### src/rtl/alu_op_sequencer.sv
// -----------------------------------------------------------------------------
// alu_op_sequencer
//
// Command-side front end for the 16-bit combinational ALU. Incoming
// {opcode, a, b} commands are buffered in a small FIFO. One command at a time
// is driven into the ALU through an issue register. The ALU result and flags
// are captured into a result register that is handed off with valid/ready.
// Divide or modulus by zero is intercepted so that downstream logic never sees
// the ALU's undefined quotient. A sticky status word and a completion counter
// are also kept.
//
// Ports
//   clk, rst                 rising-edge clock, asynchronous active-high reset
//   cmd_valid / cmd_ready    command handshake (cmd_ready = FIFO not full)
//   cmd_op, cmd_a, cmd_b     ALU selection code and operands
//   alu_a, alu_b, alu_sel    issue register, drives the ALU inputs
//   alu_y, alu_n .. alu_l    ALU result and flags {N, Z, C, V, E, L}
//   res_valid / res_ready    result handshake
//   res_y, res_flags         captured result, flags {dz, N, Z, C, V, E, L}
//   sticky, clr_sticky       {sticky_dz, sticky_v} and its synchronous clear
//   done_cnt                 number of results handed off (wraps)
// -----------------------------------------------------------------------------
module alu_op_sequencer #(
    parameter int DEPTH = 4
) (
    input  logic        clk,
    input  logic        rst,
    input  logic        cmd_valid,
    output logic        cmd_ready,
    input  logic [3:0]  cmd_op,
    input  logic [15:0] cmd_a,
    input  logic [15:0] cmd_b,
    output logic [15:0] alu_a,
    output logic [15:0] alu_b,
    output logic [3:0]  alu_sel,
    input  logic [15:0] alu_y,
    input  logic        alu_n,
    input  logic        alu_z,
    input  logic        alu_c,
    input  logic        alu_v,
    input  logic        alu_e,
    input  logic        alu_l,
    output logic        res_valid,
    input  logic        res_ready,
    output logic [15:0] res_y,
    output logic [6:0]  res_flags,
    output logic [1:0]  sticky,
    input  logic        clr_sticky,
    output logic [15:0] done_cnt
);

    localparam int          PW         = $clog2(DEPTH);
    localparam logic [PW:0] COUNT_FULL = (PW + 1)'(DEPTH);
    localparam logic [3:0]  SEL_DIV    = 4'd3;
    localparam logic [3:0]  SEL_MOD    = 4'd4;

    typedef struct packed {
        logic [3:0]  op;
        logic [15:0] a;
        logic [15:0] b;
    } cmd_t;

    cmd_t          mem [DEPTH];
    cmd_t          head;
    logic [PW-1:0] wr_ptr;
    logic [PW-1:0] rd_ptr;
    logic [PW:0]   count;
    logic          iv;

    logic          push;
    logic          pop;
    logic          advance;
    logic [15:0]   cap_y;
    logic [6:0]    cap_flags;

    assign cmd_ready = (count < COUNT_FULL);
    assign push      = cmd_valid & cmd_ready;

    // The issue stage moves its command into the result register whenever the
    // result register is empty or is being drained in this same cycle.
    assign advance   = iv & (~res_valid | res_ready);

    // Refill the issue register from the FIFO head when it is empty or
    // emptying this cycle; this pop is also the FIFO read.
    assign pop       = (count != '0) & (~iv | advance);

    assign head      = mem[rd_ptr];

    // NOTE: FIFO storage has no reset; the pointers and count define which
    // entries are live, so resetting the array would only add reset fan-out.
    always_ff @(posedge clk) begin
        if (push) begin
            mem[wr_ptr] <= '{op: cmd_op, a: cmd_a, b: cmd_b};
        end
    end

    // NOTE: every state register below uses non-blocking assignments so all
    // of them update together from the same pre-edge values.
    always_ff @(posedge clk or posedge rst) begin
        if (rst) begin
            wr_ptr <= '0;
            rd_ptr <= '0;
            count  <= '0;
        end else begin
            // DEPTH is a power of two, so the pointers wrap naturally.
            if (push) wr_ptr <= wr_ptr + 1'b1;
            if (pop)  rd_ptr <= rd_ptr + 1'b1;
            if (push && !pop)      count <= count + 1'b1;
            else if (pop && !push) count <= count - 1'b1;
        end
    end

    // Issue register. The ALU operands keep their last values while idle.
    always_ff @(posedge clk or posedge rst) begin
        if (rst) begin
            iv      <= 1'b0;
            alu_a   <= '0;
            alu_b   <= '0;
            alu_sel <= '0;
        end else begin
            if (pop) begin
                iv      <= 1'b1;
                alu_a   <= head.a;
                alu_b   <= head.b;
                alu_sel <= head.op;
            end else if (advance) begin
                iv <= 1'b0;
            end
        end
    end

    // Divide/modulus-by-zero interception in front of the result register.
    // NOTE: all outputs of this block are assigned defaults first so no path
    // leaves them unassigned and no latch is inferred.
    always_comb begin
        cap_y     = alu_y;
        cap_flags = {1'b0, alu_n, alu_z, alu_c, alu_v, alu_e, alu_l};
        if ((alu_sel == SEL_DIV || alu_sel == SEL_MOD) && alu_b == 16'h0000) begin
            cap_y     = 16'hFFFF;
            cap_flags = {1'b1, 1'b1, 1'b0, 1'b0, 1'b1, alu_e, alu_l};
        end
    end

    // Result register, sticky status and completion counter.
    always_ff @(posedge clk or posedge rst) begin
        if (rst) begin
            res_valid <= 1'b0;
            res_y     <= '0;
            res_flags <= '0;
            sticky    <= '0;
            done_cnt  <= '0;
        end else begin
            if (advance) begin
                res_valid <= 1'b1;
                res_y     <= cap_y;
                res_flags <= cap_flags;
            end else if (res_ready) begin
                res_valid <= 1'b0;
            end

            // A capture in the same cycle as a clear wins: the word restarts
            // from the new capture's bits alone.
            if (advance) begin
                if (clr_sticky) sticky <= {cap_flags[6], cap_flags[2]};
                else            sticky <= sticky | {cap_flags[6], cap_flags[2]};
            end else if (clr_sticky) begin
                sticky <= '0;
            end

            if (res_valid && res_ready) begin
                done_cnt <= done_cnt + 16'd1;
            end
        end
    end

endmodule

### config.mk
export PLATFORM = sky130hd
export DESIGN_NAME = alu_op_sequencer
export DESIGN_NICKNAME = d
export VERILOG_FILES = /design/src/rtl/alu_op_sequencer.sv
export SDC_FILE = /design/constraint.sdc
export NUM_CORES = 1
export LEC_CHECK = 0
export BUFFER_PORTS_ARGS = -buffer_cell sky130_fd_sc_hd__buf_2
export CAP_MARGIN = 15
export CELL_PAD_IN_SITES_DETAIL_PLACEMENT = 0
export CELL_PAD_IN_SITES_GLOBAL_PLACEMENT = 2
export CORE_ASPECT_RATIO = 1.4
export CORE_MARGIN = 1
export CORE_UTILIZATION = 39
export CTS_BUF_LIST = sky130_fd_sc_hd__clkbuf_2
export DETAILED_ROUTE_END_ITERATION = 12
export GPL_TIMING_DRIVEN = 0
export PLACE_DENSITY = 0.87
export SLEW_MARGIN = 20
export SYNTH_ARGS = -nofsm -noshare
export SYNTH_HDL_FRONTEND = slang
export SYNTH_SLANG_ARGS = --single-unit
### constraint.sdc
create_clock -name clk -period 2.95 [get_ports clk]
set_clock_uncertainty 0.05 [all_clocks]
set_input_delay 0.59 -clock clk [delete_from_list [all_inputs] [get_ports clk]]
set_output_delay 0.59 -clock clk [all_outputs]
set_load 0.03 [all_outputs]
==> results of run 1 <==
## power by group
group	internal [uW]	switching (uW)	leakage, uW	total, uW
sequential	4190	398	0.00232	4580
combinational	1600	2050	0.00170	3640
clock	750	1190	0.000373	1940
## critical path: cells and delay by family (launching register included)
kind                       cells  cell delay, ns
buffers and inverters          4            0.66
and+or+nand+nor                1            0.16
DFF                            1            0.43
adders and majority gates      2            0.62
muxes                          1            0.27
AOI/OAI and AO/OA              1            0.30
## path summary, 6_finish.rpt
path                               from            to  slack, ns  cells past startpoint
hold reg to reg            done_cnt[15]  done_cnt[15]       0.43                      1
max in group asynchronous           rst   done_cnt[4]       1.97                      4
setup / recovery              res_valid      count[1]       0.34                      9
hold / removal                res_ready            iv       0.12                      4
min in group asynchronous           rst     alu_a[12]       0.27                      3
setup reg to reg              res_valid      count[1]       0.34                      9
## sequential cells by signal (all words and copies together) (netlist names)
signal     count
alu_sel        4
mem          144
alu_a         16
wr_ptr         2
sticky         2
res_flags      7
alu_b         16
count          3
rd_ptr         2
iv             1
res_valid      1
res_y         16
done_cnt      16
## logic make-up (layout without fill, tap and decap cells)
kind of cell | count (synthesis) | count (layout) | synth area share
xor+xnor | 21 | 21 | 0.0211
fa+ha+maj | 7 | 7 | 0.0109
other cells | 0 | 1 | 0
simple gates | 62 | 62 | 0.0353
buf+inv | 27 | 329 | 0.0188
mux | 74 | 74 | 0.145
compound gates | 27 | 27 | 0.0253
flops | 230 | 230 | 0.743
## metrics by stage
step,worst slack [ns],cells
floorplan,0.0882,448
finish,0.343,1048
global placement,-1.17,886
CTS,0.258,1047
detailed placement,0.0564,891
global route,0.160,1048
## Yosys cell counts
cell type | number | share of area
sky130_fd_sc_hd__edfxtp_1 | 144 | 0.50
sky130_fd_sc_hd__dfrtp_1 | 86 | 0.25
sky130_fd_sc_hd__mux4_2 | 35 | 0.090
sky130_fd_sc_hd__mux2_2 | 32 | 0.041
sky130_fd_sc_hd__nand2_1 | 21 | 0.0090
sky130_fd_sc_hd__o22a_1 | 17 | 0.017
sky130_fd_sc_hd__xnor2_1 | 14 | 0.014
sky130_fd_sc_hd__inv_1 | 11 | 0.0047
sky130_fd_sc_hd__nand3_1 | 8 | 0.0046
sky130_fd_sc_hd__nor2_1 | 7 | 0.0030
sky130_fd_sc_hd__xor2_1 | 7 | 0.0070
sky130_fd_sc_hd__buf_2 | 6 | 0.0034
sky130_fd_sc_hd__ha_1 | 6 | 0.0086
sky130_fd_sc_hd__mux2_4 | 6 | 0.010
sky130_fd_sc_hd__and2_1 | 5 | 0.0036
sky130_fd_sc_hd__nor4_1 | 5 | 0.0036
sky130_fd_sc_hd__clkbuf_1 | 4 | 0.0017
sky130_fd_sc_hd__nand4_1 | 4 | 0.0029
sky130_fd_sc_hd__o21ai_0 | 4 | 0.0023
sky130_fd_sc_hd__nor3_1 | 3 | 0.0017
sky130_fd_sc_hd__buf_12 | 2 | 0.0046
sky130_fd_sc_hd__buf_4 | 2 | 0.0017
sky130_fd_sc_hd__buf_6 | 2 | 0.0026
sky130_fd_sc_hd__nand2b_1 | 2 | 0.0014
sky130_fd_sc_hd__nor2b_1 | 2 | 0.0014
sky130_fd_sc_hd__o211ai_1 | 2 | 0.0017
sky130_fd_sc_hd__or2_2 | 2 | 0.0014
sky130_fd_sc_hd__a21oi_1 | 1 | 0.00057
sky130_fd_sc_hd__and3_1 | 1 | 0.00072
sky130_fd_sc_hd__and3b_1 | 1 | 0.0010
sky130_fd_sc_hd__fa_1 | 1 | 0.0023
sky130_fd_sc_hd__mux4_1 | 1 | 0.0030
sky130_fd_sc_hd__nor3b_1 | 1 | 0.00086
sky130_fd_sc_hd__o21ai_4 | 1 | 0.0019
sky130_fd_sc_hd__o221ai_1 | 1 | 0.0010
sky130_fd_sc_hd__o22ai_1 | 1 | 0.00072
## final cells by class
cell class / count / area share
Sequential cell: 230 / 0.589
Tap cell: 297 / 0.0338
Clock buffer: 84 / 0.0383
Antenna cell: 1 / 0.000228
Buffer: 16 / 0.0112
Timing Repair Buffer: 206 / 0.129
Clock inverter: 12 / 0.00455
Inverter: 11 / 0.00421
Multi-Input combinational cell: 191 / 0.189
## routing by layer
metal	track usage	up-vias	wire, um
met3	0.0433	41	1010
met2	0.279	174	9110
met1	0.182	2491	7020
met4	0.0657	0	439
met5	0	-	0
li1	-	2285	-
==> summary by stage, run 1 <==
CTS
The clock latency on the worst-skew pair is between 0.8 and 0.9 ns. The clock-pin slew of the registers on the worst-case setup and hold paths is around 0.090 ns. The total of hold buffers inserted after clock tree synthesis is 60. In this run, CTS created clock tree buffers numbering 54. No sink is reached through more buffers than the 3 on the longest clock path. The number of setup buffers added after CTS is 0.

The quantity of gates resized following cts is 0. The root cell of the clock tree is sky130_fd_sc_hd__clkbuf_2. The clock tree synthesis step divided the H-tree into 2 levels.

The clock sink total is 230. The CTS tree is done.

Detailed routing
The number of DRC violations after detailed-routing iteration 0 is 172. The total via count in the routed design is approximately 5,000. The final layout contains routed wiring with a total length of roughly 18,000 um. The detailed-route DRC error count is 0. In the routed layout, each cell is associated on average with a via count of 4.76. The count of nets left with antenna violations after detail routing is 0. The average detailed-routed wire length per instance is between 15 and 20 um. The detailed-routing iteration count for the pre-antenna-repair pass is 4.

Die
The floorplan has 64 rows. The width of the die is about 130 um. For this configuration, the core starts out at a cell density of 0.399. Pin placement for this block handled ~140 I/O pins. The height of the die is roughly 180 um. The die covers between 20,000 and 25,000 um^2. After floorplanning, the core was sized to cover 21,900 um^2.

Power and ir drop
The total power after layout is around 10,000 uW. Power spread over the standard cell area amounts to roughly 900 nW/um^2. The leakage power summed over all cells is 0.00439 uW. The worst vdd rail ir drop is roughly 0.42 mV.

Logic synthesis
Counting flops and latches in the post-synthesis netlist gives 230. The total standard cell area after synthesis is between 8000 and 9000 um^2. The sequential element share of the synthesized area is 0.743. The post-synth net total is approximately 520.

The average cell area after synthesis is between 15 and 20 um^2. The count of warnings emitted by yosys is 0. The number of distinct standard cells referenced by the synthesized netlist is 36. In the synthesized netlist, the number of instances is 448.

Setup path
The delay of the slowest cell on the worst path is about 0.43 ns. The capturing element type of the critical path is a flip-flop. The worst path arrival time is ~3.2 ns. The startpoint-to-endpoint class of the critical path is flip-flop to flip-flop. The slowest cell on the critical path is sky130_fd_sc_hd__dfrtp_1. The kind of start point of the critical path is a flip-flop. The largest fanout on the critical path is 10. Traced cell by cell, the critical path runs through nor2b_1 > a21oi_1 > buf_4 > buf_4 > inv_1 > ha_1 > inv_1 > fa_1 > mux2_2.

The worst endpoint required time is approximately 3.6 ns.

Finish
Leaving out fill and tap cells, the most frequent cells in the layout are sky130_fd_sc_hd__buf_2, sky130_fd_sc_hd__edfxtp_1, sky130_fd_sc_hd__dfrtp_1. The final layout contains roughly 800 nets. The finished cells cover 11,000 um^2. The library cell used most frequently in the layout, excluding fill and tap cells, is sky130_fd_sc_hd__buf_2. The core occupancy in the finished layout is 0.503. The layout has around 1,900 filler cells. The area added between synthesis and finish is 26.1%.

The area taken by flip-flops and latches is between 6000 and 7000 um^2. The share of post-route cells with drive strength above 1 is 0.433. Summing all multi-input logic gate instances after layout gives just over 2000 um^2.

GRT
The first global-routing pass estimated about 27,000 um of wire. The number of antenna violations at the first check in global routing is 1. The number of global-route vias before repair is 5,289.

The maximum number of pins on one net before global-route repair is between 50 and 60. For this run the aggregate overflow at the end of global routing stands at 0. In the global route stage, overall resource usage came out at 0.159.

STA
The worst pin sits at a relative slew slack of 0.592. The count of pins over their slew limit came to 0. The final hold violation count was 0. Setup violations remaining at the end of the flow were counted as 0. The part of the cycle the worst path needs is 0.884. Setup repair after global routing left no endpoint under its margin. The worst path in the final design needs a cycle of 2.61 ns, including I/O delays and setup.

In the final timing run, aggregate negative setup slack is 0 ns. For the pin with the worst max-slew slack, the measured transition is between 0.6 and 0.7 ns. Hold is met by approximately 0.12 ns. The upper clock frequency limit is around 380 MHz.

Placed design
At the end of routability-driven placement, the weighted congestion stood at 0.765. The wire-length estimate of the detail-placed layout is roughly 11,000 um. The port buffer count is ~140.

Once placement finished, the instance area stood at just under 10,000 um^2.

Worst hold path
The class of the tightest hold or removal check is primary input to flip-flop.

Outcome
The run finished with clean final reports.

Job
The tool flagged a number of max-cap violations equal to 0.
Note: power is estimated with default switching activity, not from simulation.
==> inputs of run 2 (changes only) <==
- ABC_AREA: default -> 1
- CORE_UTILIZATION: 39 -> 35
==> run 2 against run 1 <==
Against the previous run:
- first-iteration DRC count rose by 55%
- area after synthesis is 3.9% higher
- flip-flop and latch count unchanged
- sequential share of layout area shrank 2.2 points
- sequential power is 2% higher
- die area up 16%
- worst hold slack improved by 0.13 ns
==> summary by stage, run 2 <==
Outcome
The run finished with clean final reports.

Logic synthesis
Counting distinct cell types in the post-synthesis netlist gives 30. In this run, synthesis inferred 144 flip-flops with an integrated enable. The number of nets handed over by synthesis was approximately 850. The flip-flop cell with the highest count after synthesis is sky130_fd_sc_hd__edfxtp_1.

For this run, the number of Yosys warnings is 0. By area the synthesized netlist is led by sky130_fd_sc_hd__edfxtp_1, sky130_fd_sc_hd__dfrtp_1, sky130_fd_sc_hd__nor2_1. The number of synthesized register bits is 230. The area fraction of the dominant cell type after synthesis is 0.478. Of all cell types, the one taking the most synthesized area is sky130_fd_sc_hd__edfxtp_1. After technology mapping, the gate count stands at just under 800. Ranked by instance count, the synthesized netlist is headed by sky130_fd_sc_hd__nor2_1, sky130_fd_sc_hd__edfxtp_1, sky130_fd_sc_hd__dfrtp_1, sky130_fd_sc_hd__o21ai_0, sky130_fd_sc_hd__nand2_1. The cell with the most instances after synthesis is sky130_fd_sc_hd__nor2_1.

The share of the Yosys chip area taken by registers is 0.715. In the synthesized netlist the async set-or-reset flop fraction comes to 0.374. The total standard cell area after synthesis is between 9000 and 10,000 um^2. The average cell area after synthesis is ~12 um^2.

STA
The worst setup slack after layout is about 0.76 ns. For the pin with the worst max-slew slack, the measured transition is a little over 0.7 ns. Static timing analysis puts the maximum clock frequency at 457 MHz. In the finished design, the share of the clock period the worst path needs comes to 0.742.

The minimum period implied by the final worst setup slack is between 2 and 2.5 ns. The relative slew slack is 0.521. The count of pins over their slew limit was 0. The final hold violation count is 0.

Setup repair after global routing left no endpoint under its margin. Setup violations remaining at the end of the flow were counted as 0.

Setup path
The register-to-register setup slack is slightly below 0.8 ns. The kind of start point of the critical path is a flip-flop. The critical path goes through buf_2. The number of buffers and inverters on the critical path is 1. Measured in cells, the most critical reg-to-reg path has a length of 9. In this run the number of cells on the critical path is 1. The endpoint identified for the worst register-to-register timing path is count[2]. The worst path arrival time is ~1.6 ns. The largest fanout on the critical path is 3. The worst endpoint required time is ~2.3 ns.

The capture point of the critical path is alu_b[11]. The origin of the worst setup path is alu_b[11]. The startpoint of the most critical register-to-register path is count[2].

STA classifies the critical path endpoint as an output port. The delay of the slowest cell on the worst path is between 0.4 and 0.5 ns. The critical path is of the flip-flop to output port type. The gate family responsible for the most delay along the worst path is flip-flops. The slowest cell on the critical path is sky130_fd_sc_hd__dfrtp_1.

Power and ir drop
For this design the ratio of total power to cell area is 985 nW/um^2. The worst vdd rail ir drop is 0.405 mV. In this run the static leakage power is around 0.0047 uW.

CTS
The tree is rooted in a sky130_fd_sc_hd__clkbuf_2. After clock tree synthesis, the repair step resized 0 gates. The clock latency on the worst-skew pair is between 0.8 and 0.9 ns. The H-tree depth is 2.

The clock-pin slew of the registers on the worst-case setup and hold paths is 0.13 ns. TritonCTS built the clock tree. The total clock buffers created by CTS is 53. For this design, the sink count on the clock tree is 230.

In this run the deepest clock path goes through 3 buffers.

Finish
mem holds more flip-flops than any other register. The number of nets in the layout is approximately 1,100. Leaving out fill and tap cells, the most frequent cell in the layout is sky130_fd_sc_hd__nor2_1.

Once layout is complete, the utilization of the core stands at 0.449. The area added between synthesis and finish is 26.0%. The combined area of the multi-input logic cells is about 2300 um^2.

In the layout the commonest cells are sky130_fd_sc_hd__nor2_1, sky130_fd_sc_hd__buf_2, sky130_fd_sc_hd__edfxtp_1. The area taken by flip-flops and latches is between 6000 and 7000 um^2. The layout has about 2,500 filler cells. The register with the most flip-flops in the layout has between 100 and 150 of them. In the final layout, the share of cells above drive strength 1 is 0.259.

Die
The area of the core region is 25,400 um^2. Measured along the y axis, the die boundary spans between 150 and 200 um. The placement row count is 69. The die is approximately 140 um wide. The floorplan step defined a die boundary enclosing roughly 27,000 um^2. The effective utilization at floorplan is 0.357. The I/O pin count is approximately 140.

Detailed routing
The first routing iteration left 267 violations. The detailed-routing iteration count for the pre-antenna-repair pass is 4. The count of nets left with antenna violations after detail routing is 0. The total wirelength of the detailed-routed design is roughly 22,000 um. Dividing the detail-routed wire length by the instance count gives between 15 and 20 um. For this run, design rule violations remaining after detail routing come to 0. For this block, the via count after detailed routing is roughly 6,500.

Using the TritonRoute via totals, the vias-per-cell ratio works out to about 4.6.

GRT
The total global routing overflow is 0. The number of global-route vias before repair is between 6,000 and 7,000. For this run, the total global-route usage over all layers was measured as 0.165. The number of antenna violations at the first check in global routing is 1.

The first global-routing pass estimated 32,700 um of wire. Entering global routing, the biggest net connects 45 pins.

Placed design
At the end of routability-driven placement, the weighted congestion stood at 0.729. Buffers placed on the I/O ports in this run total 141. The worst-case setup slack after placement is between 0.5 and 0.6 ns. The post-detailed-placement half-perimeter wirelength is 14,100 um.

Worst hold path
The min-delay analysis places its worst path in the category primary input to asynchronous set/reset pin.

Job
Max-cap violations in this run came to 0.
## run 2: repair_timing
item                                    in CTS  in global routing
endpoints found under the setup margin       0                  0
hold buffers                                61                  0
setup buffers                                0                  0
endpoints found under the hold margin      213                  0
## run 2: cell type report
| class | count | area share |
|---|---|---|
| sequential | 230 | 0.568 |
| multi-input combinational | 472 | 0.198 |
| timing repair buffer | 207 | 0.125 |
| tap | 319 | 0.0350 |
| clock buffer | 78 | 0.0342 |
| buffer | 35 | 0.0181 |
| inverter | 38 | 0.0132 |
| clock inverter | 22 | 0.00812 |
| antenna | 1 | 0.000219 |
## run 2: kinds of logic after synthesis
| group | synth area share |
|---|---|
| AO/OA/AOI/OAI | 0.0793 |
| XOR/XNOR | 0.0135 |
| adder cells (fa/ha/maj) | 0.0105 |
| buffers and inverters | 0.0388 |
| flip-flops | 0.715 |
| multiplexers | 0.00124 |
| AND/OR/NAND/NOR | 0.141 |
## run 2: per-layer routing
metal	track usage	part of all wire
met4	0.0727	0.021
met5	0	0
met1	0.180	0.41
met3	0.0355	0.054
met2	0.303	0.52
## run 2: through the flow
stage | std cells | instance area (um^2) | total power [uW] | hold slack, ns | setup TNS (ns)
after floorplan | 775 | 9050 | 7780 | 0.454 | 0
after global placement | 1235 | 10200 | 9220 | 0.410 | -294.12
after detailed placement | 1240 | 10300 | 9360 | 0.411 | 0
after CTS | 1401 | 11400 | 11400 | 0.139 | 0
after global routing | 1402 | 11400 | 12000 | 0.228 | 0
final | 1402 | 11400 | 11200 | 0.243 | 0
## run 2: worst min path at each step
stage,start,endpoint,depth (start not counted),slack [ns]
after floorplan,count[0],count[0],1,0.45
after global placement,res_flags[3],res_flags[3],2,0.41
after detailed placement,res_flags[1],res_flags[1],2,0.41
after CTS,rst,alu_b[11],3,0.14
after global routing,rst,alu_b[11],3,0.23
final,rst,alu_b[11],3,0.24
## run 2: report_power, final
group | switching (uW) | leakage [uW] | total (uW) | internal [uW]
Sequential | 417 | 0.00232 | 4690 | 4270
Clock | 1260 | 0.000373 | 1980 | 721
Combinational | 3150 | 0.00205 | 4570 | 1420
